<file path="src/rtl/hash_line_enumerator.sv">
// Scans a range of cache-line indices and emits the address of every line
// whose 4-bit hash selects the target vcache x-subcoord.
module hash_line_enumerator #(
    parameter int data_width_p      = 32,
    parameter int x_subcord_width_p = 4
) (
    input  logic                         clk_i,
    input  logic                         reset_i,
    input  logic [x_subcord_width_p-1:0] my_x_i,
    input  logic                         start_v_i,
    input  logic [19:0]                  start_line_i,
    input  logic [20:0]                  count_i,
    output logic                         ready_o,
    output logic                         v_o,
    output logic [data_width_p-1:0]     eva_o,
    input  logic                         yumi_i,
    output logic                         done_o,
    output logic [20:0]                  match_count_o
);

    localparam logic [19:0] row0 = 20'b11010001111010000010;
    localparam logic [19:0] row1 = 20'b00100101111101011110;
    localparam logic [19:0] row2 = 20'b01111011100010100001;
    localparam logic [19:0] row3 = 20'b01000010000000100110;

    function automatic logic [3:0] line_hash(input logic [19:0] l);
        line_hash = {^(row3 & l), ^(row2 & l), ^(row1 & l), ^(row0 & l)};
    endfunction

    typedef enum logic [1:0] {IDLE, SCAN, DONE} state_e;

    state_e                       state;
    logic [19:0]                  cursor;
    logic [20:0]                  remaining;
    logic [x_subcord_width_p-1:0] target;

    // The output slot can take a new line when empty or being consumed.
    logic free;
    logic hit;
    assign free = !v_o || yumi_i;
    assign hit  = (line_hash(cursor) == target);

    always_ff @(posedge clk_i) begin
        if (reset_i) begin
            state         <= IDLE;
            ready_o       <= 1'b1;
            v_o           <= 1'b0;
            done_o        <= 1'b0;
            eva_o         <= '0;
            match_count_o <= '0;
            cursor        <= '0;
            remaining     <= '0;
            target        <= '0;
        end else begin
            unique case (state)
                IDLE: begin
                    if (start_v_i) begin
                        cursor        <= start_line_i;
                        remaining     <= count_i;
                        target        <= my_x_i;
                        match_count_o <= '0;
                        ready_o       <= 1'b0;
                        state         <= SCAN;
                    end
                end
                SCAN: begin
                    if (free) begin
                        if (remaining != '0) begin
                            cursor    <= cursor + 20'd1;
                            remaining <= remaining - 21'd1;
                            if (hit) begin
                                eva_o <= {{(data_width_p-26){1'b0}},
                                          cursor, 6'b0};
                                v_o   <= 1'b1;
                                match_count_o <= match_count_o + 21'd1;
                            end else begin
                                v_o <= 1'b0;
                            end
                        end else begin
                            v_o    <= 1'b0;
                            done_o <= 1'b1;
                            state  <= DONE;
                        end
                    end
                end
                DONE: begin
                    done_o  <= 1'b0;
                    ready_o <= 1'b1;
                    state   <= IDLE;
                end
                default: begin
                    state   <= IDLE;
                    ready_o <= 1'b1;
                    v_o     <= 1'b0;
                    done_o  <= 1'b0;
                end
            endcase
        end
    end

endmodule

</file>
<file path="config.mk">
export PLATFORM = sky130hd
export DESIGN_NAME = hash_line_enumerator
export DESIGN_NICKNAME = d
export VERILOG_FILES = /design/src/rtl/hash_line_enumerator.sv
export SDC_FILE = /design/constraint.sdc
export NUM_CORES = 1
export LEC_CHECK = 0
export CELL_PAD_IN_SITES_DETAIL_PLACEMENT = 2
export CELL_PAD_IN_SITES_GLOBAL_PLACEMENT = 2
export CORE_ASPECT_RATIO = 1.5
export CORE_MARGIN = 5
export CORE_UTILIZATION = 30
export DETAILED_ROUTE_END_ITERATION = 10
export PLACE_DENSITY = 0.9
export SYNTH_ARGS = -nofsm -noshare
export SYNTH_HDL_FRONTEND = slang
export SYNTH_SLANG_ARGS = --single-unit
export TNS_END_PERCENT = 100
</file>
<file path="constraint.sdc">
create_clock -name clk_i -period 3.3 [get_ports clk_i]
set_input_delay 0.825 -clock clk_i [delete_from_list [all_inputs] [get_ports clk_i]]
set_output_delay 0.825 -clock clk_i [all_outputs]
set_load 0.05 [all_outputs]
</file>
==> flow_metrics.py, run 1 <==
metrics = {
    "clock_tree": {
        "clock_sinks": 91,
        "cts_tree": "yes",
        "cts_root_buf": "clkbuf_16",
        "h-tree-depth": 3,
        "numCtsBuffers": 9,
        "clock_path_buffers": 2,
        "post-cts-setup-buffers": 0,
        "ctsResizeCount": 0,
        "hold_buffers": 0,
        "path_clk_slew_ps": 70,
        "clk_latency_ps": 350,
    },
    "synthesis": {
        "synth_adder_area_share": 0.02415,
        "synthMostInstantiatedCell": "dfxtp_1",
        "synthMuxAreaShare": 0.05095,
        "synth_top_cell_by_area": "dfxtp_1",
        "synth_seq_cells": 91,
        "synthTopCellsByArea": "dfxtp_1, a21oi_1, nor2_1",
        "netlist.area_leader.share": 0.3516,
        "syn_inst": 643,
        "synth_simple_gate_area_frac": 0.2422,
        "ys_seq_area_frac": 0.3516,
        "ys.warnings.count": 0,
        "ys.flop_type": "dfxtp_1",
        "synthesis.area_sq_um": 5181,
        "synth-xor-area-share": 0.05675,
        "synth_edf_count": 0,
        "avgSynthCellArea_sq_um": 8.058,
        "synthTopCellsByCount": "dfxtp_1, nor2_1, nand2_1, a21oi_1, o21ai_0",
        "synth_top_family_by_area": "simple AND/OR/NAND/NOR gates",
        "synth_compound_area_frac": 0.2031,
        "async_reset_ff_frac": 0,
        "synth_cell_types": 65,
    },
    "sta": {
        "finalSetupTns_ps": 0,
        "period_share": 0.9018,
        "rsz0062_at_grt": "no",
        "max-slew-margin-rel": 0.4274,
        "drv_slew": 0,
        "setup_viol": 0,
        "layout_min_cycle_time_ps": 2976,
        "skew_ps": 11.92,
        "whs_ps": 468.1,
        "worst_slew_pin_slew_ps": 851.0,
        "max_freq_ghz": 0.3360,
        "hold_violations": 0,
        "setup_ws_ps": 324.0,
    },
    "floorplanning": {
        "die_w_um": 117.3,
        "die_h_um": 171.0,
        "die_area_sq_um": 20050,
        "pin_count": 105,
        "coreArea_sq_um": 17200,
        "start_util": 0.3012,
        "rows": 59,
    },
    "flow_run": {
        "maxCapViolations": 0,
    },
    "detailed_routing": {
        "vias_per_cell": 5.478,
        "postRouteAntennaNets": 0,
        "vias": 5133,
        "drt-total-wl_mm": 19.49,
        "drtIter0Drc": 263,
        "dr.pass1.iters": 4,
        "wl_per_cell_um": 20.80,
        "drc": 0,
    },
    "placed_design": {
        "port-buffer-count": 92,
        "pre_cts_slack_ps": 295.2,
        "dpl.cell_count": 921,
        "dp.final_hpwl_mm": 14.30,
        "place_congestion": 0.8422,
    },
    "min_path": {
        "min_path_type": "reg2reg",
    },
    "finish": {
        "regArea_sq_um": 1822,
        "diodes": 0,
        "instances_no_fill": 937,
        "nNetsFinal": 778,
        "layout-drive-gt1-share": 0.06768,
        "fillers": 1967,
        "multi_input_area_sq_um": 3045,
        "area_growth_pct": 26.15,
    },
    "worst_setup_path": {
        "path_buf_inv": 1,
        "start_kind": "flop",
        "critPathSlowestCell": "dfxtp_1",
        "crit_type": "reg2reg",
        "crit_family": "XOR/XNOR gates",
        "cp_cell_sequence": "ha_1 -> xor2_1 -> xnor3_1 -> mux2i_2 -> o21a_4 -> nor4b_4 -> buf_12 -> mux2i_1 -> nor2_1",
        "crit_required_ps": 3500,
        "arrival_ps": 3180,
        "critPathCaptureType": "flop",
        "crit_path_max_fanout": 22,
        "slowest_delay_ps": 480,
    },
    "global_route": {
        "grt_pass1_wl_mm": 31.21,
        "grt_max_degree": 73,
        "grt_pass1_vias": 5909,
        "grt_antenna_before_repair": 0,
        "gr-usage-all-layers": 0.1902,
        "globalRouteOverflowTotal": 0,
    },
    "pwr": {
        "max-vdd-ir-drop_mv": 0.2519,
        "total_leakage_power_uw": 0.002412,
        "powerDensity_nw_per_um2": 486.3,
    },
    "outcome": {
        "status": "finished clean",
    },
}
## path summary, 6_finish.rpt
| check | slack (ps) | cells after the start | endpoint | startpoint |
|---|---|---|---|---|
| worst min register to register | 470 | 1 | ready_o | ready_o |
| worst max-delay path | 320 | 9 | eva_o[15] | cursor[16] |
| worst max register to register | 320 | 9 | eva_o[15] | cursor[16] |
| worst min-delay path | 470 | 1 | ready_o | ready_o |
## cell usage in the layout, fill, tap and decap left out, drive strengths merged, types with 3 or more instances in the layout
master	n
dfxtp	91
clkdlybuf4s50	91
nor2	78
nand2	72
a21oi	65
o21ai	55
mux2i	26
nor3	20
buf	20
nand3	13
nor4	13
conb	12
clkbuf	12
or3	11
xor2	10
and2	10
a22oi	10
ha	10
and3	9
xnor2	8
nand4	8
inv	6
o31ai	6
xnor3	5
or4	5
a211oi	5
and4	4
nor2b	4
a2bb2oi	4
o41ai	4
nor3b	3
or2	3
## per-layer routing
metal	wire, um	up-vias	track usage	share of wire
met2	10630	117	0.3643	0.55
li1	-	2422	-	-
met1	7676	2556	0.2024	0.39
met3	629	38	0.03373	0.032
met4	551	0	0.08178	0.028
met5	0	-	0	0
## worst reg2reg max path, delay by kind of cell, from the launching register on
family	cells	cell delay (ps)
DFF	1	480
adders and majority gates	1	300
and+or+nand+nor	2	340
muxes	2	560
xor gates and xnor gates	2	690
AOI/OAI and AO/OA	1	240
buffers and inverters	1	230
## flip-flops by register name, indices dropped and copies added, names as in the netlist
| signal | flops |
|---|---|
| v_o | 1 |
| eva_o | 20 |
| done_o | 1 |
| state | 2 |
| target | 4 |
| remaining | 21 |
| match_count_o | 21 |
| ready_o | 1 |
| cursor | 20 |
## cells by family after synthesis
group           Yosys count
compound gates          171
xor+xnor                 24
fa+ha+maj                10
buf+inv                  63
flops                    91
mux                      26
other cells               1
simple gates            257
## area by class of cell
type | count | share of cell area
Clock inverter | 4 | 0.007657
Timing Repair Buffer | 111 | 0.1658
Clock buffer | 12 | 0.03771
Inverter | 6 | 0.003446
Tap cell | 213 | 0.04077
Sequential cell | 91 | 0.2787
Multi-Input combinational cell | 500 | 0.4659
## per-stage QoR
step | utilization | total power, uW | instance area, sq um
2_1_floorplan | - | 1861 | 5223
3_3_place_gp | 0.3628 | 2066 | 6240
3_5_place_dp | 0.3628 | 2130 | 6240
4_1_cts | 0.3800 | 3198 | 6536
5_1_grt | 0.3800 | 3318 | 6536
6_report | 0.3800 | 3178 | 6536
## where the power goes
group | leakage (uW) | internal [uW] | switching, uW
Combinational | 0.00153 | 353 | 516
Clock | 0.000139 | 608 | 459
Sequential | 0.000742 | 1160 | 82.3
Total | 0.00241 | 2120 | 1060
Power figures use the tool's default switching activity.
==> inputs of run 2 (changes only) <==
--- a/config.mk
+++ b/config.mk
@@ -10,6 +10,7 @@
 export CORE_ASPECT_RATIO = 1.5
 export CORE_MARGIN = 5
 export CORE_UTILIZATION = 30
+export CTS_BUF_LIST = sky130_fd_sc_hd__clkbuf_16
 export DETAILED_ROUTE_END_ITERATION = 10
 export PLACE_DENSITY = 0.9
 export SYNTH_ARGS = -nofsm -noshare
==> run 2 against run 1 <==
Compared with the run above: critical endpoint is now eva_o[13]; largest cell class unchanged; final area shrank 0.15%; worst hold slack got worse by 0.54 ps; clock power is 4% lower; sequential power about the same; critical path depth unchanged; worst setup slack got worse by 26 ps.
==> flow_metrics.py, run 2 (synthesis gave the netlist of run 1 again) <==
metrics = {
    "outcome": {
        "status": "finished clean",
    },
    "worst_setup_path": {
        "critPathSlowestCell": "xnor3_1",
        "critPathCaptureType": "flop",
        "cp_cell_sequence": "ha_1 -> xor2_1 -> xnor3_1 -> nor3_2 -> o21a_4 -> nor4b_4 -> buf_12 -> mux2i_1 -> nor2_1",
        "start_kind": "flop",
        "arrival_ps": 3200,
        "crit_required_ps": 3500,
        "path_buf_inv": 1,
        "crit_path_max_fanout": 22,
        "crit_type": "reg2reg",
        "slowest_delay_ps": 510,
        "crit_family": "XOR/XNOR gates",
    },
    "sta": {
        "worst_slew_pin_slew_ps": 854.6,
        "max-slew-margin-rel": 0.4303,
        "setup_viol": 0,
        "whs_ps": 467.5,
        "layout_min_cycle_time_ps": 3002,
        "period_share": 0.9098,
        "max_freq_ghz": 0.3331,
        "skew_ps": 10.87,
        "hold_violations": 0,
        "finalSetupTns_ps": 0,
        "drv_slew": 0,
        "rsz0062_at_grt": "no",
    },
    "global_route": {
        "grt_pass1_wl_mm": 30.84,
        "grt_antenna_before_repair": 0,
        "grt_pass1_vias": 5881,
        "globalRouteOverflowTotal": 0,
        "grt_max_degree": 73,
        "gr-usage-all-layers": 0.1874,
    },
    "floorplanning": {
        "die_w_um": 117.3,
        "die_h_um": 171.0,
        "start_util": 0.3012,
        "rows": 59,
        "pin_count": 105,
        "coreArea_sq_um": 17200,
        "die_area_sq_um": 20050,
    },
    "clock_tree": {
        "clk_latency_ps": 350,
        "cts_root_buf": "clkbuf_16",
        "ctsResizeCount": 0,
        "h-tree-depth": 3,
        "path_clk_slew_ps": 60,
        "clock_sinks": 91,
        "clock_path_buffers": 2,
        "hold_buffers": 0,
        "numCtsBuffers": 9,
        "cts_tree": "yes",
        "post-cts-setup-buffers": 0,
    },
    "pwr": {
        "clkPwrFrac": 0.329,
        "p_switching_uw": 1047,
        "power.share.combinational": 0.276,
        "max-vdd-ir-drop_mv": 0.2445,
        "total_leakage_power_uw": 0.002414,
        "power_switching_share": 0.3336,
        "powerDensity_nw_per_um2": 481.0,
        "p_int_uw": 2092,
        "seq_power_share": 0.396,
    },
    "finish": {
        "reg_top3": "match_count_o x21, remaining x21",
        "final_util": 0.3794,
        "diodes": 0,
        "fillers": 1976,
        "layout-drive-gt1-share": 0.06630,
        "nNetsFinal": 778,
        "area_growth_pct": 25.96,
        "multi_input_area_sq_um": 3045,
        "most-common-layout-cells": "dfxtp_1, clkdlybuf4s50_1, nor2_1",
        "regArea_sq_um": 1822,
    },
    "detailed_routing": {
        "drc": 0,
        "drt-total-wl_mm": 19.22,
        "postRouteAntennaNets": 0,
        "vias_per_cell": 5.490,
        "wl_per_cell_um": 20.51,
        "vias": 5144,
        "dr.pass1.iters": 4,
        "drtIter0Drc": 247,
    },
    "placed_design": {
        "port-buffer-count": 92,
        "place_congestion": 0.8422,
        "dp.final_hpwl_mm": 14.30,
    },
    "min_path": {
        "min_path_type": "reg2reg",
    },
    "flow_run": {
        "maxCapViolations": 0,
    },
}
-- run 2: worst reg2reg max path, delay by kind of cell (launching register included) --
family | cells | cell delay (ps)
fa+ha+maj | 1 | 300
flops | 1 | 440
mux | 1 | 250
simple gates | 3 | 590
buf+inv | 1 | 230
compound gates | 1 | 230
xor+xnor | 2 | 820
-- run 2: final timing paths --
check / endpoint / cells after the start / start / slack [ps]
setup / recovery: eva_o[13] / 9 / cursor[3] / 300
hold / removal: ready_o / 1 / ready_o / 470
setup reg to reg: eva_o[13] / 9 / cursor[3] / 300
hold reg to reg: ready_o / 1 / ready_o / 470
-- run 2: layout make-up --
cell class | instances | share of cell area
tap | 213 | 0.04084
clock buffer | 9 | 0.03451
clock inverter | 7 | 0.009394
timing repair buffer | 111 | 0.1660
multi-input combinational | 500 | 0.4666
sequential | 91 | 0.2791
inverter | 6 | 0.003451
-- run 2: through the flow --
stage / std cells / total power, uW / setup WS (ps) / area (sq um)
CTS: 937 / 3165 / 282.3 / 6526
global placement: 921 / 2066 / 411.3 / 6240
floorplan: 654 / 1861 / 746.6 / 5223
finish: 937 / 3139 / 297.6 / 6526
detailed placement: 921 / 2130 / 295.2 / 6240
global route: 937 / 3280 / 153.7 / 6526
-- run 2: metal layers --
layer / up-vias / wire (um) / GRT usage
li1: 2422 / - / -
met4: 0 / 582 / 0.08127
met2: 115 / 10520 / 0.3579
met5: - / 0 / 0
met1: 2567 / 7558 / 0.2020
met3: 40 / 559 / 0.02976
-- run 2: power groups by stage --
stage	combinational [uW]	clock (uW)	sequential [uW]
3_5_place_dp	864	0	1270
2_1_floorplan	598	0	1260
4_1_cts	871	1050	1240
3_3_place_gp	810	0	1260
6_report	865	1030	1240
5_1_grt	938	1090	1250
==> inputs of run 3 (changes only) <==
--- a/config.mk
+++ b/config.mk
@@ -12,6 +12,7 @@
 export CORE_UTILIZATION = 30
 export CTS_BUF_LIST = sky130_fd_sc_hd__clkbuf_16
 export DETAILED_ROUTE_END_ITERATION = 10
+export GPL_TIMING_DRIVEN = 0
 export PLACE_DENSITY = 0.9
 export SYNTH_ARGS = -nofsm -noshare
 export SYNTH_HDL_FRONTEND = slang
==> run 3 against run 2 <==
Compared with the run above: critical path depth rose by 1; cell count up 4.3%; sequential share of layout area fell by 0.77 points; largest power group unchanged; sequential power is essentially flat; clock skew fell by 1.5 ps; critical endpoint is now eva_o[22]; combinational power rose by 9.7%; worst hold slack improved by 12 ps; highest routed layer unchanged; utilization up 1.1 points; final area rose by 2.8%; power is 3.1% higher.
==> flow_metrics.py, run 3 (synthesis gave the netlist of run 1 again) <==
metrics = {
    "global_route": {
        "grt_max_degree": 15,
        "grt_antenna_before_repair": 0,
        "grt_pass1_wl_mm": 34.96,
        "grt_pass1_vias": 6358,
        "globalRouteOverflowTotal": 0,
        "gr-usage-all-layers": 0.2203,
    },
    "pwr": {
        "p_switching_uw": 1122,
        "total_leakage_power_uw": 0.002516,
        "max-vdd-ir-drop_mv": 0.2670,
        "p_total_uw": 3236,
        "clkPwrFrac": 0.323,
        "powerDensity_nw_per_um2": 482.1,
        "p_int_uw": 2113,
        "seq_power_share": 0.384,
        "power.share.combinational": 0.293,
        "power_switching_share": 0.3469,
    },
    "floorplanning": {
        "die_w_um": 117.3,
        "start_util": 0.3012,
        "die_area_sq_um": 20050,
        "rows": 59,
        "coreArea_sq_um": 17200,
        "pin_count": 105,
        "die_h_um": 171.0,
    },
    "worst_setup_path": {
        "crit_type": "reg2reg",
        "crit_required_ps": 3520,
        "critPathCaptureType": "flop",
        "start_kind": "flop",
        "crit_path_max_fanout": 10,
        "crit_start": "cursor[9]",
        "r2r_start": "cursor[9]",
        "arrival_ps": 3400,
    },
    "clock_tree": {
        "clk_latency_ps": 350,
        "clock_sinks": 91,
        "clock_path_buffers": 2,
        "hold_buffers": 0,
        "cts_root_buf": "clkbuf_16",
        "numCtsBuffers": 9,
        "path_clk_slew_ps": 70,
        "cts_tree": "yes",
        "h-tree-depth": 3,
    },
    "finish": {
        "diodes": 0,
        "area_growth_pct": 29.53,
        "nNetsFinal": 818,
        "design_area_sq_um": 6711,
        "layout-drive-gt1-share": 0.07984,
        "reg_top3": "match_count_o x21, remaining x21",
        "most-common-layout-cells": "dfxtp_1, clkdlybuf4s50_1, nor2_1",
    },
    "detailed_routing": {
        "drtIter0Drc": 330,
        "wl_per_cell_um": 22.98,
        "vias_per_cell": 5.684,
        "postRouteAntennaNets": 0,
        "drt-total-wl_mm": 22.45,
        "vias": 5553,
        "drc": 0,
        "dr.pass1.iters": 4,
    },
    "placed_design": {
        "placed_area_sq_um": 6400,
        "place_congestion": 0.8910,
        "pre_cts_slack_ps": -314.1,
        "dp.final_hpwl_mm": 16.80,
        "port-buffer-count": 91,
    },
    "sta": {
        "period_share": 0.9657,
        "max-slew-margin-rel": 0.3332,
        "max_freq_ghz": 0.3138,
        "hold_violations": 0,
        "rsz0062_at_grt": "no",
        "setup_viol": 0,
        "drv_slew": 0,
        "worst_slew_pin_slew_ps": 996.5,
        "skew_ps": 9.394,
        "setup_ws_ps": 113.2,
        "layout_min_cycle_time_ps": 3187,
    },
    "min_path": {
        "min_from": "ready_o",
        "min_path_type": "reg2reg",
    },
    "outcome": {
        "status": "finished clean",
    },
    "flow_run": {
        "maxCapViolations": 0,
    },
}
==> run 3: cell type report <==
| cell class | instances | area (sq um) |
|---|---|---|
| Fill cell | 1967 | 10490 |
| Clock inverter | 7 | 60.06 |
| Timing Repair Buffer | 94 | 933.4 |
| Tap cell | 213 | 266.5 |
| Sequential cell | 91 | 1822 |
| Inverter | 6 | 22.52 |
| Multi-Input combinational cell | 500 | 3039 |
| Buffer | 57 | 342.8 |
| Clock buffer | 9 | 225.2 |
==> run 3: critical path: stages, from the launching register on <==
cell	delay, ps
dfxtp_1	570
ha_1	320
xor2_1	260
xnor3_1	480
nor3_2	250
o21a_4	250
nor4b_4	210
buf_4	200
buf_6	190
mux2i_1	260
nor2_1	50
==> run 3: power by group through the flow <==
stage                     Clock (uW)  Combinational (uW)  Sequential, uW
final                           1050                 949            1240
after global routing            1100                1010            1250
after CTS                       1050                 941            1240
after detailed placement           0                 920            1260
after global placement             0                 874            1260
after floorplan                    0                 598            1260
==> run 3: path summary, 6_finish.rpt <==
check	slack, ps	depth (start not counted)	to
worst max-delay path	110	10	eva_o[22]
worst max register to register	110	10	eva_o[22]
worst min-delay path	480	1	ready_o
worst min register to register	480	1	ready_o
==> run 3: metal layers <==
metal  wire length, um  vias to the layer above  GRT usage
li1                  -                     2506          -
met1              8127                     2806     0.2202
met2             12260                      179     0.4256
met3               956                       62    0.03538
met4              1102                        0     0.1282
met5                 0                        -          0
==> run 3: per-stage QoR <==
step | TNS (ps) | util | hold WS (ps) | std cells
after detailed placement | -1636 | 0.3721 | 472.7 | 958
final | 0 | 0.3902 | 479.2 | 977
after global placement | -180.7 | 0.3721 | 455.7 | 958
after floorplan | 0 | - | 450.3 | 654
after global routing | 0 | 0.3902 | 519.9 | 977
after CTS | 0 | 0.3902 | 491.7 | 977
==> run 3: repair_timing <==
item | in CTS | in global routing
endpoints found under the hold margin | 0 | 0
setup endpoints to repair | 10 | 0
setup buffers | 3 | 0
resized for setup | 1 | 0
